**src/rtl/sc1602_text_buffer_if.sv**
```systemverilog
// Character write bus into the SC1602 text buffer.
// busy_o flags the post-reset clear, during which writes are dropped.
interface sc1602_text_buffer_if;
  logic       wr_en;
  logic [4:0] wr_addr;
  logic [7:0] wr_data;
  logic       busy_o;

  modport master (
    output wr_en,
    output wr_addr,
    output wr_data,
    input  busy_o
  );

  modport slave (
    input  wr_en,
    input  wr_addr,
    input  wr_data,
    output busy_o
  );
endinterface

```
**src/rtl/sc1602_text_buffer.sv**
```systemverilog
// 2x16 character frame buffer feeding the SC1602 driver,
// plus periodic display-shift command sequencing.
module sc1602_text_buffer #(
  parameter int unsigned SHIFT_TICKS = 13_500_000,
  parameter logic [7:0]  BLANK_CHAR  = 8'h20
) (
  input  logic                  sys_clk,
  input  logic                  sys_rst_n,
  sc1602_text_buffer_if.slave   wr,
  output logic [7:0]            char_o,
  input  logic                  drawing_i,
  input  logic                  ready_i,
  input  logic                  shift_en,
  input  logic                  shift_dir,
  output logic [2:0]            command_o,
  output logic                  frame_done_o
);

  localparam int PW = $clog2(SHIFT_TICKS);

  typedef enum logic [1:0] {
    ST_IDLE,
    ST_ISSUE,
    ST_REL
  } st_e;

  logic [7:0]    mem_q [32];
  logic [4:0]    clr_q;
  logic          busy_q;
  logic [4:0]    rd_ptr_q;
  logic [7:0]    char_q;
  logic          frame_q;
  logic [2:0]    drw_q;
  logic [1:0]    rdy_q;
  logic [PW-1:0] pre_q;
  logic          pend_q;
  logic          pend_d;
  st_e           st_q;
  logic [2:0]    cmd_q;

  logic fall;
  logic ready_s;
  logic wrap;

  assign fall    = drw_q[2] & ~drw_q[1];
  assign ready_s = rdy_q[1];
  assign wrap    = (pre_q == PW'(SHIFT_TICKS - 1));

  // Clear sequence walks every cell once after reset.
  always_ff @(posedge sys_clk) begin
    if (!sys_rst_n) begin
      clr_q  <= '0;
      busy_q <= 1'b1;
    end else if (busy_q) begin
      clr_q <= clr_q + 5'd1;
      if (clr_q == 5'd31)
        busy_q <= 1'b0;
    end
  end

  always_ff @(posedge sys_clk) begin
    if (sys_rst_n) begin
      if (busy_q)
        mem_q[clr_q] <= BLANK_CHAR;
      else if (wr.wr_en)
        mem_q[wr.wr_addr] <= wr.wr_data;
    end
  end

  always_ff @(posedge sys_clk) begin
    if (!sys_rst_n) begin
      drw_q    <= '0;
      rdy_q    <= '0;
      rd_ptr_q <= '0;
      char_q   <= '0;
      frame_q  <= 1'b0;
    end else begin
      drw_q   <= {drw_q[1:0], drawing_i};
      rdy_q   <= {rdy_q[0], ready_i};
      char_q  <= mem_q[rd_ptr_q];
      frame_q <= 1'b0;
      if (fall && !busy_q) begin
        rd_ptr_q <= rd_ptr_q + 5'd1;
        frame_q  <= (rd_ptr_q == 5'd31);
      end
    end
  end

  // A wrap on the accept cycle wins, so that request is kept.
  always_comb begin
    pend_d = pend_q;
    if (st_q == ST_ISSUE && !ready_s)
      pend_d = 1'b0;
    if (wrap && shift_en)
      pend_d = 1'b1;
  end

  always_ff @(posedge sys_clk) begin
    if (!sys_rst_n) begin
      pre_q  <= '0;
      pend_q <= 1'b0;
    end else begin
      pre_q  <= wrap ? '0 : pre_q + PW'(1);
      pend_q <= pend_d;
    end
  end

  always_ff @(posedge sys_clk) begin
    if (!sys_rst_n) begin
      st_q  <= ST_IDLE;
      cmd_q <= '0;
    end else begin
      unique case (st_q)
        ST_IDLE: begin
          if (pend_q && ready_s) begin
            st_q  <= ST_ISSUE;
            cmd_q <= {2'b01, shift_dir};
          end
        end
        ST_ISSUE: begin
          if (!ready_s) begin
            st_q  <= ST_REL;
            cmd_q <= '0;
          end
        end
        ST_REL: begin
          if (ready_s)
            st_q <= ST_IDLE;
        end
        default: begin
          st_q  <= ST_IDLE;
          cmd_q <= '0;
        end
      endcase
    end
  end

  assign wr.busy_o     = busy_q;
  assign char_o        = char_q;
  assign command_o     = cmd_q;
  assign frame_done_o  = frame_q;

endmodule
```
**src/flat_wrapper.sv**
```systemverilog
// flat-port wrapper written by rule: the top's interface ports become plain ports
module sc1602_text_buffer_flat 
#(
  parameter int unsigned SHIFT_TICKS = 13_500_000,
  parameter logic [7:0]  BLANK_CHAR  = 8'h20
)
  (sys_clk, sys_rst_n, char_o, drawing_i, ready_i, shift_en, shift_dir, command_o, frame_done_o, wr_wr_en, wr_wr_addr, wr_wr_data, wr_busy_o);
  sc1602_text_buffer_if wr_i ();
  input  logic sys_clk;
  input  logic sys_rst_n;
  output logic [7:0] char_o;
  input  logic drawing_i;
  input  logic ready_i;
  input  logic shift_en;
  input  logic shift_dir;
  output logic [2:0] command_o;
  output logic frame_done_o;
  input wire logic [$bits(wr_i.wr_en)-1:0] wr_wr_en;
  input wire logic [$bits(wr_i.wr_addr)-1:0] wr_wr_addr;
  input wire logic [$bits(wr_i.wr_data)-1:0] wr_wr_data;
  output wire logic [$bits(wr_i.busy_o)-1:0] wr_busy_o;
  assign wr_i.wr_en = wr_wr_en;
  assign wr_i.wr_addr = wr_wr_addr;
  assign wr_i.wr_data = wr_wr_data;
  assign wr_busy_o = wr_i.busy_o;
  sc1602_text_buffer #(.SHIFT_TICKS(SHIFT_TICKS), .BLANK_CHAR(BLANK_CHAR)) u_core (.sys_clk(sys_clk), .sys_rst_n(sys_rst_n), .wr(wr_i), .char_o(char_o), .drawing_i(drawing_i), .ready_i(ready_i), .shift_en(shift_en), .shift_dir(shift_dir), .command_o(command_o), .frame_done_o(frame_done_o));
endmodule
```
**config.mk**
```make
export PLATFORM = sky130hd
export DESIGN_NAME = sc1602_text_buffer_flat
export DESIGN_NICKNAME = d
export VERILOG_FILES = /design/src/rtl/sc1602_text_buffer_if.sv /design/src/rtl/sc1602_text_buffer.sv /design/src/flat_wrapper.sv
export SDC_FILE = /design/constraint.sdc
export NUM_CORES = 1
export LEC_CHECK = 0
export CAP_MARGIN = 30
export CORE_ASPECT_RATIO = 1.4
export CORE_MARGIN = 4
export CORE_UTILIZATION = 55
export DETAILED_ROUTE_END_ITERATION = 10
export GPL_TIMING_DRIVEN = 1
export PLACE_DENSITY = 0.77
export REMOVE_ABC_BUFFERS = 1
export SETUP_SLACK_MARGIN = 0.4
export SLEW_MARGIN = 0
export SYNTH_ARGS = -nofsm -noshare
export SYNTH_HDL_FRONTEND = slang
export SYNTH_SLANG_ARGS = --single-unit
```
**constraint.sdc**
```tcl
create_clock -name sys_clk -period 2.1 [get_ports sys_clk]
set_input_delay 0.42 -clock sys_clk [delete_from_list [all_inputs] [get_ports sys_clk]]
set_output_delay 0.42 -clock sys_clk [all_outputs]
set_load 0.05 [all_outputs]
```
==> metrics.md <==
| Metric | Value |
|---|---|
| Chip Width | ~130 um |
| Area after DPL | between 10,000 and 15,000 sq um |
| Total track usage | between 20% and 30% |
| Port Buffers | 31 |
| R2R Setup Slk | approximately 0.06 ns |
| Critical path class | reg2reg |
| CTS tree | yes |
| Layout cells sized above 1 | about two fifths |
| Fill cell count | around 1,200 |
| Hold depth | 1 |
| Setup_tns | 0 ns |
| Die area | 24,900 sq um |
| Maximum vdd drop | 752 uV |
| Fin cells | 1,182 |
| Startpoint Class | flip-flop |
| Htree depth | 1 |
| Power Total | 12.5 mW |
| Worst hold path type | reg2reg |
| Fmax | between 0.4 and 0.5 GHz |
| Commonest non-fill, non-tap cell in the layout | edfxtp_1 |
| Initial Util | between 50% and 60% |
| PwrDens | ~800 nW/um^2 |
| CORE AREA | about 22,000 sq um |
| Congestion Overflow GR | 0 |
| CP Max Fanout | 9 |
| Root Buffer Master | clkbuf_16 |
| WHS | 0.434 ns |
| WL per Instance | between 20 and 30 um |
| CP required | ~2.5 ns |
| Largest net degree at the start of global routing | between 40 and 50 |
| Final setup vio count | 0 |
| Starting DRT DRC Count | 908 |
| Final Skew | ~0.011 ns |
| Fin. max-slew vios | 0 |
| Register area share after synthesis | 71.2% |
| Placed Instances | ~1,100 |
| Synth Register Bits | a little over 300 |
| Final core occ | between 70% and 80% |
| Worst r2r path cells | 6 |
| R2r endpoint | u_core.char_o[1] |
| Area Overhead vs Synth | 30.1% |
| Fraction of registers with async set/reset | 0% |
| Setup slack after layout | roughly 0.06 ns |
| RSZ-0062 raised after global routing | true |
| Boundary Pins | 33 |
| DR vias/cell | ~6.5 |
| N_diodes | 0 |
| Synth area leaders | edfxtp_1, mux4_2, dfxtp_1 |
| Post-route ant nets | 0 |
| Synth top area share | around 62% |
| GP Congestion | 0.896 |
| Critical Path AT | 2.42 ns |
| Min-delay src | u_core.rdy_q[0] |
| First-pass GRT wire length | 46,300 um |
| Mapped Cells | a little over 700 |
| Design area | approximately 16,000 sq um |
| Post-synth EDFFs | around 260 |
| Worst-Margin Slew | 0.783 ns |
| Post-Route WL | ~33,000 um |
| Tmin final | a little over 2 ns |
| Leak | ~5.7 nW |
| Via count | 7,667 |
| Initial DRT Pass Iterations | 5 |
| Worst rel slew slack | a little under half |
| Netlist Area Pre-Place | between 10,000 and 15,000 sq um |
| Die Y-Extent | around 190 um |
| Vias in the first global route | 7,640 |
| Place WS | -0.332 ns |
| FP Rows | 64 |
| RR Startpoint | u_core.rd_ptr_q[1] |
| Commonest cells after routing, fill and taps aside | edfxtp_1, mux4_2, buf_6 |
| HPWL Detailed | about 18,000 um |
| Inserted Clock Buffers | 28 |
| Fin crit share | a little over nine tenths |
| Worst skew pair latency | ~0.54 ns |
| Post-route DRC | 0 |
| Initial antenna violation count | 0 |
| Yosys warnings | 0 |
| Sink Count | 310 |
| Max cap viols | 0 |
| Hold Path End | u_core.rdy_q[1] |
| Status | completed |
| Final hold violation count | 0 |
| Clock-pin slew of the registers on the worst-case setup and hold paths | roughly 0.070 ns |
| Synth Flop Type | edfxtp_1 |
| Slowest cell delay on critical path | around 0.5 ns |
| Worst path cell trace | buf_12 > buf_4 > mux4_2 > mux2_2 > o211ai_1 > a221oi_1 |
| Slowest cell on crit path | mux4_2 |
| Clock Tree Buf Depth | 3 |
| Mean post-synth cell area | between 15 and 20 sq um |
| Synth cell types | 57 |
| Cell taking the most area after synthesis | edfxtp_1 |
| Worst setup EP type | flip-flop |
| Final nets | 888 |
-- worst max-delay path: cells and delay by family (launching register included) --
kind | cells | cell delay, ns
flops | 1 | 0.38
buf+inv | 2 | 0.27
compound gates | 2 | 0.47
mux | 2 | 0.77
-- flip-flops by register name, summed over array words and instances (netlist names) --
register / cells
u_core.char_o: 8
u_core.rd_ptr_q: 5
u_core.command_o: 2
u_core.st_q: 2
u_core.mem_q: 256
u_core.wr.busy_o: 1
u_core.clr_q: 5
u_core.pre_q: 24
u_core.rdy_q: 2
u_core.drw_q: 3
u_core.pend_q: 1
u_core.frame_done_o: 1
-- power by group --
group          switching, mW  leakage, nW  internal (mW)
Clock                   2.24        0.486           3.25
Sequential            0.0281         3.25           6.60
Combinational          0.219         1.93          0.149
-- cell families (layout without fill, tap and decap cells) --
| kind of cell | after synthesis | in the layout | share of synthesized area [%] |
|---|---|---|---|
| AO/OA/AOI/OAI | 71 | 74 | 4.06 |
| XOR/XNOR | 18 | 18 | 1.28 |
| adder cells (fa/ha/maj) | 5 | 5 | 0.508 |
| buffers and inverters | 41 | 205 | 1.70 |
| flip-flops | 310 | 310 | 71.2 |
| multiplexers | 98 | 98 | 13.9 |
| other | 1 | 1 | 0.0304 |
| AND/OR/NAND/NOR | 173 | 174 | 7.38 |
-- repair_timing --
| item | CTS | global route |
|---|---|---|
| pin swaps | 37 | 31 |
| gates cloned | 4 | 6 |
| buffers inserted | 23 | 15 |
| gates resized for setup | 198 | 81 |
| endpoints found under the hold margin | 0 | 0 |
| hold buffers | 0 | 0 |
| endpoints found under the setup margin | 301 | 378 |
-- worst max-delay path by stage --
stage                                to  slack [ns]  cells after the start               start
finish                 u_core.char_o[1]        0.06                      6  u_core.rd_ptr_q[1]
global route           u_core.char_o[0]        0.01                      6  u_core.rd_ptr_q[1]
CTS                    u_core.char_o[7]         0.1                      5  u_core.rd_ptr_q[1]
detailed placement  u_core.mem_q[13][7]       -0.33                      7           sys_rst_n
global placement    u_core.mem_q[29][7]       -0.34                      7           sys_rst_n
floorplan              u_core.char_o[0]       -1.16                      4  u_core.rd_ptr_q[0]
-- routing by layer --
| layer | global-route usage [%] | share of wire [%] | up-vias |
|---|---|---|---|
| met5 | 0 | 0 | - |
| met4 | 8.72 | 4.2 | 0 |
| met3 | 3.83 | 8.0 | 105 |
| met2 | 44.8 | 54 | 522 |
| met1 | 30.4 | 34 | 3902 |
| li1 | - | - | 3138 |
-- final cells by class --
| class | instances | area, sq um | share of cell area (%) |
|---|---|---|---|
| Timing Repair Buffer | 147 | 1750 | 10.9 |
| Multi-Input combinational cell | 370 | 4070 | 25.4 |
| Clock inverter | 12 | 169 | 1.05 |
| Clock buffer | 40 | 830 | 5.18 |
| Inverter | 6 | 22.5 | 0.141 |
| Sequential cell | 310 | 8810 | 55.0 |
| Tap cell | 297 | 372 | 2.32 |
-- synth_stat cells, types with 3 or more instances --
library cell	n
a21oi_1	12
a221oi_1	7
a22oi_1	8
and2_1	12
and3_1	6
buf_2	14
buf_4	6
clkbuf_1	12
dfxtp_1	54
edfxtp_1	256
ha_1	5
inv_1	5
mux2_2	10
mux2i_1	31
mux4_2	57
nand2_1	26
nand2b_1	10
nand3_1	7
nand3b_1	4
nand4_1	8
nor2_1	64
nor2b_1	3
nor3_1	4
nor4_1	4
o211ai_1	8
o21ai_0	11
o22a_1	7
o31ai_1	8
or4_1	6
xnor2_1	10
xor2_1	8
Note: power is estimated with default switching activity, not from simulation.
